File: config.mk
export PLATFORM = sky130hd
export DESIGN_NAME = multicycle_ctrl_fsm_flat
export DESIGN_NICKNAME = d
export VERILOG_FILES = /design/src/rtl/multicycle_ctrl_fsm_pkg.sv /design/src/rtl/multicycle_ctrl_fsm_if.sv /design/src/rtl/multicycle_ctrl_fsm_alu_decoder.sv /design/src/rtl/multicycle_ctrl_fsm.sv /design/src/flat_wrapper.sv
export SDC_FILE = /design/constraint.sdc
export NUM_CORES = 1
export LEC_CHECK = 0
export ABC_AREA = 1
export BUFFER_PORTS_ARGS = -buffer_cell sky130_fd_sc_hd__buf_2
export CELL_PAD_IN_SITES_DETAIL_PLACEMENT = 0
export CELL_PAD_IN_SITES_GLOBAL_PLACEMENT = 1
export CORE_UTILIZATION = 27
export CTS_CLUSTER_DIAMETER = 150
export DETAILED_ROUTE_END_ITERATION = 10
export HOLD_SLACK_MARGIN = 0.1
export PLACE_DENSITY_LB_ADDON = 0.1
export SKIP_LAST_GASP = 1
export SYNTH_ARGS = -nofsm -noshare
export SYNTH_HDL_FRONTEND = slang
export SYNTH_HIERARCHICAL = 1
export SYNTH_SLANG_ARGS = --single-unit
File: constraint.sdc
create_clock -name clk -period 2.15 [get_ports clk]
set_clock_uncertainty 0.15 [all_clocks]
set_input_delay 0 -clock clk [delete_from_list [all_inputs] [get_ports clk]]
set_output_delay 0 -clock clk [all_outputs]
set_load 0.01 [all_outputs]
File: src/rtl/multicycle_ctrl_fsm_pkg.sv
// Shared types and encodings for the multicycle core control unit:
// FSM states, opcodes, datapath mux select codes and ALU operation codes.
package multicycle_ctrl_fsm_pkg;

  typedef enum logic [3:0] {
    StFetch    = 4'd0,
    StDecode   = 4'd1,
    StMemAdr   = 4'd2,
    StMemRead  = 4'd3,
    StMemWb    = 4'd4,
    StMemWrite = 4'd5,
    StExecR    = 4'd6,
    StExecI    = 4'd7,
    StAluWb    = 4'd8,
    StJal      = 4'd9,
    StBeq      = 4'd10
  } state_t;

  typedef enum logic [1:0] {
    AluOpAdd   = 2'b00,
    AluOpSub   = 2'b01,
    AluOpFunct = 2'b10
  } aluop_t;

  localparam logic [6:0] OpLoad  = 7'b0000011;
  localparam logic [6:0] OpStore = 7'b0100011;
  localparam logic [6:0] OpRtype = 7'b0110011;
  localparam logic [6:0] OpItype = 7'b0010011;
  localparam logic [6:0] OpJal   = 7'b1101111;
  localparam logic [6:0] OpBeq   = 7'b1100011;

  localparam logic [1:0] SrcAPc    = 2'b00;
  localparam logic [1:0] SrcAOldPc = 2'b01;
  localparam logic [1:0] SrcAReg   = 2'b10;

  localparam logic [1:0] SrcBReg  = 2'b00;
  localparam logic [1:0] SrcBImm  = 2'b01;
  localparam logic [1:0] SrcBFour = 2'b10;

  localparam logic [1:0] ResAluOut    = 2'b00;
  localparam logic [1:0] ResData      = 2'b01;
  localparam logic [1:0] ResAluResult = 2'b10;

  localparam logic [1:0] ImmI = 2'b00;
  localparam logic [1:0] ImmS = 2'b01;
  localparam logic [1:0] ImmB = 2'b10;
  localparam logic [1:0] ImmJ = 2'b11;

  localparam logic [2:0] AluAdd = 3'b000;
  localparam logic [2:0] AluSub = 3'b001;
  localparam logic [2:0] AluAnd = 3'b010;
  localparam logic [2:0] AluOr  = 3'b011;
  localparam logic [2:0] AluSlt = 3'b101;

endpackage

File: src/rtl/multicycle_ctrl_fsm_if.sv
// Control bus between the multicycle control FSM (master) and the datapath (slave):
// instruction fields and ALU flag in, strobes and mux selects out.
interface multicycle_ctrl_fsm_if #(
  parameter int unsigned SEL_W     = 2,
  parameter int unsigned ALUCTRL_W = 3
);

  logic [6:0]           op;
  logic [2:0]           funct3;
  logic                 funct7b5;
  logic                 zero;
  logic                 pc_write;
  logic                 adr_src;
  logic                 mem_write;
  logic                 ir_write;
  logic                 reg_write;
  logic [SEL_W-1:0]     result_src;
  logic [SEL_W-1:0]     alu_src_a;
  logic [SEL_W-1:0]     alu_src_b;
  logic [ALUCTRL_W-1:0] alu_control;
  logic [1:0]           imm_src;
  logic                 illegal_op;

  modport master (
    input  op, funct3, funct7b5, zero,
    output pc_write, adr_src, mem_write, ir_write, reg_write,
           result_src, alu_src_a, alu_src_b, alu_control, imm_src, illegal_op
  );

  modport slave (
    output op, funct3, funct7b5, zero,
    input  pc_write, adr_src, mem_write, ir_write, reg_write,
           result_src, alu_src_a, alu_src_b, alu_control, imm_src, illegal_op
  );

endinterface

File: src/rtl/multicycle_ctrl_fsm_alu_decoder.sv
// Combinational ALU decoder: maps the FSM's coarse aluop plus instruction
// function fields onto the ALU operation code.
module multicycle_ctrl_fsm_alu_decoder
  import multicycle_ctrl_fsm_pkg::*;
(
  input  aluop_t     aluop_i,
  input  logic [2:0] funct3_i,
  input  logic       op5_i,
  input  logic       funct7b5_i,
  output logic [2:0] alu_control_o
);

  always_comb begin
    alu_control_o = AluAdd;
    case (aluop_i)
      AluOpAdd: alu_control_o = AluAdd;
      AluOpSub: alu_control_o = AluSub;
      AluOpFunct: begin
        case (funct3_i)
          // Only R-type sub has op[5] set; addi with imm[10]=1 must stay an add.
          3'b000:  alu_control_o = (op5_i & funct7b5_i) ? AluSub : AluAdd;
          3'b010:  alu_control_o = AluSlt;
          3'b110:  alu_control_o = AluOr;
          3'b111:  alu_control_o = AluAnd;
          default: alu_control_o = AluAdd;
        endcase
      end
      default: alu_control_o = AluAdd;
    endcase
  end

endmodule

File: src/rtl/multicycle_ctrl_fsm.sv
// Moore control FSM of the multicycle RV32I-subset core: sequences
// fetch/decode/execute and drives datapath strobes and mux selects.
module multicycle_ctrl_fsm
  import multicycle_ctrl_fsm_pkg::*;
#(
  parameter int unsigned SEL_W     = 2,
  parameter int unsigned ALUCTRL_W = 3
) (
  input  logic                   clk,
  input  logic                   rst_n,
  multicycle_ctrl_fsm_if.master  ctrl_io
);

  state_t               state_q, state_d;
  aluop_t               aluop;
  logic                 pc_update, branch;
  logic                 ir_write, adr_src, mem_write, reg_write, illegal_op;
  logic [SEL_W-1:0]     result_src, alu_src_a, alu_src_b;
  logic [ALUCTRL_W-1:0] alu_ctl;
  logic [1:0]           imm_src;

  always_ff @(posedge clk or negedge rst_n) begin
    if (!rst_n) begin
      state_q <= StFetch;
    end else begin
      state_q <= state_d;
    end
  end

  always_comb begin
    state_d    = StFetch;
    aluop      = AluOpAdd;
    pc_update  = 1'b0;
    branch     = 1'b0;
    ir_write   = 1'b0;
    adr_src    = 1'b0;
    mem_write  = 1'b0;
    reg_write  = 1'b0;
    illegal_op = 1'b0;
    result_src = ResAluOut;
    alu_src_a  = SrcAPc;
    alu_src_b  = SrcBReg;
    unique case (state_q)
      StFetch: begin
        ir_write   = 1'b1;
        pc_update  = 1'b1;
        alu_src_b  = SrcBFour;
        result_src = ResAluResult;
        state_d    = StDecode;
      end
      StDecode: begin
        alu_src_a = SrcAOldPc;
        alu_src_b = SrcBImm;
        case (ctrl_io.op)
          OpLoad, OpStore: state_d = StMemAdr;
          OpRtype:         state_d = StExecR;
          OpItype:         state_d = StExecI;
          OpJal:           state_d = StJal;
          OpBeq:           state_d = StBeq;
          default: begin
            illegal_op = 1'b1;
            state_d    = StFetch;
          end
        endcase
      end
      StMemAdr: begin
        alu_src_a = SrcAReg;
        alu_src_b = SrcBImm;
        state_d   = ctrl_io.op[5] ? StMemWrite : StMemRead;
      end
      StMemRead: begin
        adr_src = 1'b1;
        state_d = StMemWb;
      end
      StMemWb: begin
        result_src = ResData;
        reg_write  = 1'b1;
        state_d    = StFetch;
      end
      StMemWrite: begin
        adr_src   = 1'b1;
        mem_write = 1'b1;
        state_d   = StFetch;
      end
      StExecR: begin
        alu_src_a = SrcAReg;
        alu_src_b = SrcBReg;
        aluop     = AluOpFunct;
        state_d   = StAluWb;
      end
      StExecI: begin
        alu_src_a = SrcAReg;
        alu_src_b = SrcBImm;
        aluop     = AluOpFunct;
        state_d   = StAluWb;
      end
      StAluWb: begin
        reg_write = 1'b1;
        state_d   = StFetch;
      end
      StJal: begin
        alu_src_a = SrcAOldPc;
        alu_src_b = SrcBFour;
        pc_update = 1'b1;
        state_d   = StAluWb;
      end
      StBeq: begin
        alu_src_a = SrcAReg;
        alu_src_b = SrcBReg;
        aluop     = AluOpSub;
        branch    = 1'b1;
        state_d   = StFetch;
      end
      default: state_d = StFetch;
    endcase
  end

  always_comb begin
    case (ctrl_io.op)
      OpStore: imm_src = ImmS;
      OpBeq:   imm_src = ImmB;
      OpJal:   imm_src = ImmJ;
      default: imm_src = ImmI;
    endcase
  end

  multicycle_ctrl_fsm_alu_decoder u_alu_decoder (
    .aluop_i       (aluop),
    .funct3_i      (ctrl_io.funct3),
    .op5_i         (ctrl_io.op[5]),
    .funct7b5_i    (ctrl_io.funct7b5),
    .alu_control_o (alu_ctl)
  );

  // State is forced to FETCH during reset, but FETCH strobes must not fire until release.
  assign ctrl_io.pc_write    = rst_n & (pc_update | (branch & ctrl_io.zero));
  assign ctrl_io.ir_write    = rst_n & ir_write;
  assign ctrl_io.adr_src     = rst_n & adr_src;
  assign ctrl_io.mem_write   = rst_n & mem_write;
  assign ctrl_io.reg_write   = rst_n & reg_write;
  assign ctrl_io.illegal_op  = rst_n & illegal_op;
  assign ctrl_io.result_src  = rst_n ? result_src : '0;
  assign ctrl_io.alu_src_a   = rst_n ? alu_src_a : '0;
  assign ctrl_io.alu_src_b   = rst_n ? alu_src_b : '0;
  assign ctrl_io.alu_control = rst_n ? alu_ctl : '0;
  assign ctrl_io.imm_src     = rst_n ? imm_src : 2'b00;

endmodule
File: src/flat_wrapper.sv
// flat-port wrapper written by rule: the top's interface ports become plain ports
module multicycle_ctrl_fsm_flat import multicycle_ctrl_fsm_pkg::*;
#(
  parameter int unsigned SEL_W     = 2,
  parameter int unsigned ALUCTRL_W = 3
)
  (clk, rst_n, ctrl_io_op, ctrl_io_funct3, ctrl_io_funct7b5, ctrl_io_zero, ctrl_io_pc_write, ctrl_io_adr_src, ctrl_io_mem_write, ctrl_io_ir_write, ctrl_io_reg_write, ctrl_io_result_src, ctrl_io_alu_src_a, ctrl_io_alu_src_b, ctrl_io_alu_control, ctrl_io_imm_src, ctrl_io_illegal_op);
  multicycle_ctrl_fsm_if #(.SEL_W(SEL_W), .ALUCTRL_W(ALUCTRL_W)) ctrl_io_i ();
  input  logic clk;
  input  logic rst_n;
  input wire logic [$bits(ctrl_io_i.op)-1:0] ctrl_io_op;
  input wire logic [$bits(ctrl_io_i.funct3)-1:0] ctrl_io_funct3;
  input wire logic [$bits(ctrl_io_i.funct7b5)-1:0] ctrl_io_funct7b5;
  input wire logic [$bits(ctrl_io_i.zero)-1:0] ctrl_io_zero;
  output wire logic [$bits(ctrl_io_i.pc_write)-1:0] ctrl_io_pc_write;
  output wire logic [$bits(ctrl_io_i.adr_src)-1:0] ctrl_io_adr_src;
  output wire logic [$bits(ctrl_io_i.mem_write)-1:0] ctrl_io_mem_write;
  output wire logic [$bits(ctrl_io_i.ir_write)-1:0] ctrl_io_ir_write;
  output wire logic [$bits(ctrl_io_i.reg_write)-1:0] ctrl_io_reg_write;
  output wire logic [$bits(ctrl_io_i.result_src)-1:0] ctrl_io_result_src;
  output wire logic [$bits(ctrl_io_i.alu_src_a)-1:0] ctrl_io_alu_src_a;
  output wire logic [$bits(ctrl_io_i.alu_src_b)-1:0] ctrl_io_alu_src_b;
  output wire logic [$bits(ctrl_io_i.alu_control)-1:0] ctrl_io_alu_control;
  output wire logic [$bits(ctrl_io_i.imm_src)-1:0] ctrl_io_imm_src;
  output wire logic [$bits(ctrl_io_i.illegal_op)-1:0] ctrl_io_illegal_op;
  assign ctrl_io_i.op = ctrl_io_op;
  assign ctrl_io_i.funct3 = ctrl_io_funct3;
  assign ctrl_io_i.funct7b5 = ctrl_io_funct7b5;
  assign ctrl_io_i.zero = ctrl_io_zero;
  assign ctrl_io_pc_write = ctrl_io_i.pc_write;
  assign ctrl_io_adr_src = ctrl_io_i.adr_src;
  assign ctrl_io_mem_write = ctrl_io_i.mem_write;
  assign ctrl_io_ir_write = ctrl_io_i.ir_write;
  assign ctrl_io_reg_write = ctrl_io_i.reg_write;
  assign ctrl_io_result_src = ctrl_io_i.result_src;
  assign ctrl_io_alu_src_a = ctrl_io_i.alu_src_a;
  assign ctrl_io_alu_src_b = ctrl_io_i.alu_src_b;
  assign ctrl_io_alu_control = ctrl_io_i.alu_control;
  assign ctrl_io_imm_src = ctrl_io_i.imm_src;
  assign ctrl_io_illegal_op = ctrl_io_i.illegal_op;
  multicycle_ctrl_fsm #(.SEL_W(SEL_W), .ALUCTRL_W(ALUCTRL_W)) u_core (.clk(clk), .rst_n(rst_n), .ctrl_io(ctrl_io_i));
endmodule
==> results of run 1 <==
==> kinds of logic (layout without fill, tap and decap cells) <==
group,Yosys count,count (layout)
AOI/OAI and AO/OA,6,6
adders and majority gates,2,2
buffers and inverters,27,69
DFF,4,4
and+or+nand+nor,72,72
==> cells in the final DEF, fill, tap and decap left out <==
master         count
a21oi_1            4
nand2_2            3
nand3_1           10
nor2_2             3
ha_1               2
nand4_1            1
o21a_1             1
inv_1             21
o22ai_1            1
nor2_1            22
inv_2              4
nor2_4             2
and3_1             1
nand2_1           30
dfrtp_1            4
dlygate4sd3_1     11
buf_2             30
clkbuf_4           3
==> cell usage after synthesis, drive strengths merged <==
cell and instances:
nand2 33, nor2 27, inv 25, nand3 10, a21oi 4, dfrtp 4
buf 2, ha 2, and3 1, nand4 1, o21a 1, o22ai 1
==> area by class of cell <==
cell class	count	area share
Clock buffer	3	0.0254
Inverter	25	0.106
Multi-Input combinational cell	80	0.425
Sequential cell	4	0.113
Tap cell	27	0.0381
Timing Repair Buffer	41	0.293
==> through the flow <==
step,utilization,instances
floorplan,-,111
global placement,0.376,166
detailed placement,0.376,166
CTS,0.442,180
global route,0.443,180
finish,0.443,180
==> power breakdown <==
| part | switching (mW) | leakage, nW | internal, mW | total (mW) |
|---|---|---|---|---|
| clock network | 0.0312 | 0.0138 | 0.0624 | 0.0936 |
| registers | 0.0181 | 0.0535 | 0.0885 | 0.107 |
| logic | 0.160 | 0.496 | 0.116 | 0.275 |
| total | 0.209 | 0.563 | 0.267 | 0.475 |
==> worst paths after layout <==
| kind | to | slack [ps] | cells after the start |
|---|---|---|---|
| max | u_core/state_q[0]$_DFF_PN0_ | 60 | 9 |
| min | u_core/state_q[3]$_DFF_PN0_ | 110 | 7 |
| max reg2reg | u_core/state_q[0]$_DFF_PN0_ | 380 | 6 |
| min reg2reg | u_core/state_q[3]$_DFF_PN0_ | 590 | 4 |
| max in group asynchronous | u_core/state_q[1]$_DFF_PN0_ | 1010 | 3 |
| min in group asynchronous | u_core/state_q[2]$_DFF_PN0_ | 650 | 3 |
==> layer usage <==
metal | GRT usage | routed length (um)
met1 | 0.176 | 733
met2 | 0.245 | 742
met3 | 0.0597 | 72
met4 | 0.0294 | 7
met5 | 0 | 0
==> critical path: stages <==
cell	delay [ps]
dlygate4sd3_1	520
buf_2	130
inv_1	60
nand2_1	60
nor2_2	110
dlygate4sd3_1	550
nand3_1	60
nand3_1	70
dlygate4sd3_1	540
==> repair_timing <==
action / CTS / global route
setup endpoints to repair: 0 / 4
endpoints found under the hold margin: 8 / 0
hold buffers: 11 / 0
gates resized for setup: 0 / 3
==> impl_metrics.prom, run 1 <==
# TYPE chip_impl_metric gauge
chip_impl_info{name="outcome",value="complete, no violations"} 1
chip_impl_metric{name="initialDrtViolationCount",unit=""} 21
chip_impl_metric{name="clock_path_buffers",unit=""} 2
chip_impl_metric{name="worst-endpoint-arrival",unit="ps"} 2110
chip_impl_metric{name="top_level_ports",unit=""} 31
chip_impl_metric{name="globalplace.congestion",unit=""} 0.830
chip_impl_metric{name="dieArea",unit="sq um"} 2360
chip_impl_metric{name="area_after_detailed_placement",unit="sq um"} 752
chip_impl_metric{name="synth_compound_area_frac",unit=""} 0.0576
chip_impl_info{name="clock_tree_from_tritoncts",value="done"} 1
chip_impl_metric{name="post-dp-hpwl",unit="mm"} 1.24
chip_impl_metric{name="via_count_of_the_first_global_routing_pass",unit=""} 676
chip_impl_metric{name="worst_setup_hold_path_clk_slew",unit="ps"} 40
chip_impl_metric{name="std_cell_rows",unit=""} 16
chip_impl_metric{name="synth-warning-count",unit=""} 6
chip_impl_info{name="netlist_top_cells_area",value="nand2_1 (19%), dfrtp_1 (17%), inv_1 (15%)"} 1
chip_impl_metric{name="synthAdderAreaFrac",unit=""} 0.0426
chip_impl_metric{name="final_min_period_over_clock_period",unit=""} 0.974
chip_impl_metric{name="totalPowerFinal",unit="uW"} 475
chip_impl_metric{name="cts.sinks",unit=""} 4
chip_impl_metric{name="timing_worst_slew_pin_value",unit="ps"} 218
chip_impl_metric{name="crit_path_max_fanout",unit=""} 3
chip_impl_metric{name="drt-vias-per-instance",unit=""} 4.28
chip_impl_metric{name="post_cts_buffers",unit=""} 0
chip_impl_metric{name="final-hold-violation-count",unit=""} 0
chip_impl_metric{name="sequential_cell_area",unit="sq um"} 100
chip_impl_metric{name="postLayoutSetupSlackWorst",unit="ps"} 55.2
chip_impl_metric{name="insertion_delay",unit="ps"} 240
chip_impl_metric{name="synth.net_count",unit=""} 127
chip_impl_metric{name="number_of_antenna_violations_at_the_first_check_in_global_routing",unit=""} 0
chip_impl_info{name="combinational_family_with_the_most_area_after_synthesis",value="simple AND/OR/NAND/NOR gates"} 1
chip_impl_metric{name="maxCapViolations",unit=""} 0
chip_impl_metric{name="layout_overhead_on_the_synthesized_area",unit="%"} 51.2
chip_impl_metric{name="number_of_endpoints_failing_setup_at_the_final_stage",unit=""} 0
chip_impl_metric{name="die_width",unit="um"} 48.6
chip_impl_metric{name="pre_cts_slack",unit="ps"} 372
chip_impl_metric{name="grt_start_max_net_pins",unit=""} 10
chip_impl_metric{name="largest_reg_flops",unit=""} 4
chip_impl_info{name="timing.hold.worst.start",value="ctrl_io_op[0]"} 1
chip_impl_metric{name="vias",unit=""} 771
chip_impl_metric{name="tritoncts.num_buffers",unit=""} 3
chip_impl_info{name="setup.worst_path.end_class",value="register"} 1
chip_impl_metric{name="yosys_register_bits",unit=""} 4
chip_impl_metric{name="netlist_area_pre_place",unit="sq um"} 587
chip_impl_metric{name="timing.max_slew.rel_slack",unit=""} 0.854
chip_impl_metric{name="synth-simple-area-share",unit=""} 0.537
chip_impl_metric{name="core_area",unit="sq um"} 2000
chip_impl_metric{name="dieHeight",unit="um"} 48.6
chip_impl_metric{name="netlist.area_leader.share",unit=""} 0.192
chip_impl_metric{name="total_leakage_power",unit="nW"} 0.563
chip_impl_metric{name="globalRouteOverflowTotal",unit=""} 0
chip_impl_metric{name="port_buffers",unit=""} 30
chip_impl_metric{name="track_usage",unit=""} 0.147
chip_impl_info{name="register_with_the_most_flip_flops",value="u_core/state_q"} 1
chip_impl_metric{name="finalNetCount",unit=""} 171
chip_impl_metric{name="post_synth_mux_area_share",unit=""} 0
chip_impl_metric{name="fillCellCount",unit=""} 244
chip_impl_metric{name="fmax",unit="MHz"} 477
chip_impl_metric{name="power_density",unit="nW/um^2"} 536
chip_impl_metric{name="final_max_tran_viols",unit=""} 0
chip_impl_metric{name="final_area",unit="sq um"} 887
chip_impl_info{name="cts_root_buffer",value="clkbuf_4"} 1
chip_impl_metric{name="fin_crit",unit="ps"} 2090
chip_impl_metric{name="drive_gt1_frac",unit=""} 0.294
chip_impl_metric{name="first_pass_iters",unit=""} 4
chip_impl_metric{name="postSynthAreaPerCell",unit="sq um"} 5.29
chip_impl_metric{name="multi_input_combinational_cell_area",unit="sq um"} 377
chip_impl_metric{name="postSynthCellCount",unit=""} 111
chip_impl_metric{name="holdWs",unit="ps"} 110
chip_impl_info{name="setup_repair_after_global_routing_missed_its_margin",value="false"} 1
chip_impl_metric{name="global_route_wire_length_before_repair",unit="mm"} 2.71
chip_impl_metric{name="initial_standard_cell_utilization_of_the_core",unit=""} 0.293
chip_impl_metric{name="wirelength",unit="mm"} 1.56
chip_impl_metric{name="ant_nets",unit=""} 0
chip_impl_metric{name="n_antenna_cell",unit=""} 0
chip_impl_metric{name="routed_wire_length_per_instance",unit="um"} 8.64
chip_impl_info{name="hp-class",value="in -> reg"} 1
chip_impl_metric{name="post_synth_num_cell_types",unit=""} 17
chip_impl_metric{name="cts_htree_levels",unit=""} 1
chip_impl_metric{name="vdd_ir_drop_max",unit="mV"} 0.478
chip_impl_info{name="path_class",value="in -> reg"} 1
chip_impl_metric{name="synth_xor_area_frac",unit=""} 0
chip_impl_metric{name="finalSetupTns",unit="ps"} 0
chip_impl_info{name="timing.rr.start",value="u_core/state_q[1]$_DFF_PN0_"} 1
chip_impl_metric{name="crit_required",unit="ps"} 2170
chip_impl_metric{name="seq_area_frac_synth",unit=""} 0.171
chip_impl_info{name="setup.worst_path.start_class",value="primary input"} 1
chip_impl_info{name="synth.largest_area_cell",value="nand2_1"} 1
chip_impl_info{name="crit_path_start",value="ctrl_io_op[6]"} 1
chip_impl_metric{name="post-route-drc-count",unit=""} 0
chip_impl_info{name="reg_top3",value="u_core/state_q: 4 flops"} 1
Note: power is estimated with default switching activity, not from simulation.
==> inputs of run 2 (changes only) <==
--- a/config.mk
+++ b/config.mk
@@ -9,6 +9,7 @@
 export BUFFER_PORTS_ARGS = -buffer_cell sky130_fd_sc_hd__buf_2
 export CELL_PAD_IN_SITES_DETAIL_PLACEMENT = 0
 export CELL_PAD_IN_SITES_GLOBAL_PLACEMENT = 1
+export CORE_MARGIN = 4
 export CORE_UTILIZATION = 27
 export CTS_CLUSTER_DIAMETER = 150
 export DETAILED_ROUTE_END_ITERATION = 10
==> impl_metrics.prom, run 2 (synthesized netlist as in run 1, its figures left out) <==
# TYPE chip_impl_metric gauge
chip_impl_metric{name="via_count_of_the_first_global_routing_pass",unit=""} 674
chip_impl_metric{name="crit_required",unit="ps"} 2000
chip_impl_metric{name="worst_setup_hold_path_clk_slew",unit="ps"} 40
chip_impl_metric{name="final_area",unit="sq um"} 893
chip_impl_metric{name="postLayoutSetupSlackWorst",unit="ps"} 170
chip_impl_metric{name="dieHeight",unit="um"} 54.6
chip_impl_info{name="reg_top3",value="u_core/state_q: 4 flops"} 1
chip_impl_metric{name="multi_input_combinational_cell_area",unit="sq um"} 384
chip_impl_metric{name="fin_crit",unit="ps"} 1980
chip_impl_info{name="register_with_the_most_flip_flops",value="u_core/state_q"} 1
chip_impl_metric{name="finalSetupTns",unit="ps"} 0
chip_impl_info{name="crit_path_top_delay_cell",value="dfrtp_1"} 1
chip_impl_info{name="hp-class",value="in -> reg"} 1
chip_impl_metric{name="grt_start_max_net_pins",unit=""} 10
chip_impl_info{name="setup.worst_path.end_class",value="output port"} 1
chip_impl_metric{name="finalNetCount",unit=""} 171
chip_impl_info{name="cts_root_buffer",value="clkbuf_4"} 1
chip_impl_metric{name="worst-endpoint-arrival",unit="ps"} 1830
chip_impl_metric{name="initial_standard_cell_utilization_of_the_core",unit=""} 0.290
chip_impl_info{name="setup.worst_path.start_class",value="register"} 1
chip_impl_metric{name="clock_path_buffers",unit=""} 2
chip_impl_metric{name="pre_cts_slack",unit="ps"} 349
chip_impl_metric{name="max_stage_delay_on_crit_path",unit="ps"} 390
chip_impl_metric{name="cts_htree_levels",unit=""} 1
chip_impl_metric{name="dieArea",unit="sq um"} 2980
chip_impl_metric{name="std_cell_rows",unit=""} 16
chip_impl_metric{name="timing_worst_slew_pin_value",unit="ps"} 213
chip_impl_info{name="cpMostUsedCell",value="inv_1"} 1
chip_impl_metric{name="holdWs",unit="ps"} 114
chip_impl_metric{name="sequential_cell_area",unit="sq um"} 101
chip_impl_info{name="setup_repair_after_global_routing_missed_its_margin",value="false"} 1
chip_impl_metric{name="number_of_antenna_violations_at_the_first_check_in_global_routing",unit=""} 0
chip_impl_metric{name="global_route_wire_length_before_repair",unit="mm"} 2.70
chip_impl_metric{name="globalRouteOverflowTotal",unit=""} 0
chip_impl_metric{name="wirelength",unit="mm"} 1.67
chip_impl_metric{name="cts.sinks",unit=""} 4
chip_impl_metric{name="fmax",unit="MHz"} 505
chip_impl_metric{name="final-hold-violation-count",unit=""} 0
chip_impl_metric{name="placed_cells",unit=""} 166
chip_impl_metric{name="globalplace.congestion",unit=""} 0.729
chip_impl_metric{name="final_min_period_over_clock_period",unit=""} 0.921
chip_impl_metric{name="number_of_endpoints_failing_setup_at_the_final_stage",unit=""} 0
chip_impl_metric{name="routed_wire_length_per_instance",unit="um"} 9.30
chip_impl_metric{name="track_usage",unit=""} 0.127
chip_impl_metric{name="tritoncts.num_buffers",unit=""} 3
chip_impl_metric{name="layout_overhead_on_the_synthesized_area",unit="%"} 52.2
chip_impl_info{name="path_class",value="reg -> out"} 1
chip_impl_metric{name="first_pass_iters",unit=""} 4
chip_impl_info{name="clock_tree_from_tritoncts",value="done"} 1
chip_impl_metric{name="core_area",unit="sq um"} 2020
chip_impl_metric{name="drt-vias-per-instance",unit=""} 4.20
chip_impl_metric{name="port_buffers",unit=""} 30
chip_impl_info{name="crit_family",value="simple AND/OR/NAND/NOR gates"} 1
chip_impl_metric{name="ant_nets",unit=""} 0
chip_impl_metric{name="largest_reg_flops",unit=""} 4
chip_impl_metric{name="die_width",unit="um"} 54.6
chip_impl_metric{name="area_after_detailed_placement",unit="sq um"} 752
chip_impl_metric{name="vdd_ir_drop_max",unit="mV"} 0.366
chip_impl_metric{name="timing.max_slew.rel_slack",unit=""} 0.858
chip_impl_metric{name="vias",unit=""} 756
chip_impl_metric{name="n_antenna_cell",unit=""} 0
chip_impl_metric{name="initialDrtViolationCount",unit=""} 14
chip_impl_metric{name="post-route-drc-count",unit=""} 0
chip_impl_metric{name="totalPowerFinal",unit="uW"} 496
chip_impl_metric{name="drive_gt1_frac",unit=""} 0.314
chip_impl_metric{name="final_max_tran_viols",unit=""} 0
chip_impl_metric{name="maxCapViolations",unit=""} 0
chip_impl_info{name="crit_chain",value="inv_2 > nand2_1 > nor2_4 > inv_1 > ha_1 > inv_1 > nand4_1 > nand3_1 > nand2_1 > inv_1 > buf_2"} 1
chip_impl_metric{name="worst-path-buf-inv",unit=""} 5
chip_impl_metric{name="post-dp-hpwl",unit="mm"} 1.33
chip_impl_metric{name="number_of_standard_cells_in_the_final_layout_excluding_fillers",unit=""} 180
chip_impl_metric{name="fillCellCount",unit=""} 239
chip_impl_metric{name="postLayoutCoreUtil",unit=""} 0.442
chip_impl_info{name="most-common-layout-cells",value="buf_2 (30), nand2_1 (30), inv_1 (21), nor2_1 (21)"} 1
chip_impl_metric{name="power_density",unit="nW/um^2"} 555
chip_impl_metric{name="crit_path_max_fanout",unit=""} 3
chip_impl_metric{name="total_leakage_power",unit="nW"} 0.560
chip_impl_info{name="outcome",value="complete, no violations"} 1
chip_impl_metric{name="insertion_delay",unit="ps"} 240
chip_impl_metric{name="top_level_ports",unit=""} 31
-- run 2: changes by cell type in the layout (fill, tap and decap cells not counted) --
| cell | delta |
|---|---|
| buf_4 | +1 |
| dfrtp_1 | -1 |
| dfrtp_2 | +1 |
| dlygate4sd3_1 | -1 |
| nor2_1 | -1 |
| nor2_4 | +1 |
-- run 2: repair_timing --
item                       4_1_cts  5_1_grt
hold buffers                    11        0
setup endpoints to repair        0        4
hold endpoints to repair         8        0
gates resized for setup          0        6
buffers inserted                 0        1
-- run 2: final timing paths --
kind	startpoint	to	slack, ps	cells after the start
setup reg to reg	u_core/state_q[1]$_DFF_PN0_	u_core/state_q[0]$_DFF_PN0_	380	6
min in group asynchronous	rst_n	u_core/state_q[2]$_DFF_PN0_	660	3
setup / recovery	u_core/state_q[2]$_DFF_PN0_	ctrl_io_alu_control[0]	170	11
max in group asynchronous	rst_n	u_core/state_q[0]$_DFF_PN0_	990	3
hold / removal	ctrl_io_op[0]	u_core/state_q[3]$_DFF_PN0_	110	7
hold reg to reg	u_core/state_q[0]$_DFF_PN0_	u_core/state_q[1]$_DFF_PN0_	620	5
-- run 2: final cells by class --
class / count / share of cell area
inverters: 25 / 0.105
clock buffers: 3 / 0.0252
well taps: 27 / 0.0378
repair buffers: 41 / 0.289
flip-flops and latches: 4 / 0.113
multi-input cells: 80 / 0.430
-- run 2: where the power goes --
group / switching, mW / total (mW) / internal (mW) / leakage (nW)
sequential: 0.0165 / 0.107 / 0.0905 / 0.0524
clock: 0.0302 / 0.0926 / 0.0624 / 0.0138
combinational: 0.169 / 0.297 / 0.128 / 0.494
-- run 2: routing by layer --
metal | global-route usage | vias to the layer above | wire length [um]
li1 | - | 417 | -
met1 | 0.154 | 319 | 746
met2 | 0.209 | 20 | 824
met3 | 0.0436 | 0 | 103
met4 | 0.0373 | 0 | 0
met5 | 0 | - | 0
-- run 2: worst register-to-register path: cells and delay by family, from the launching register on --
family	cells	cell delay (ps)
buf+inv	2	670
flops	1	410
simple gates	4	470
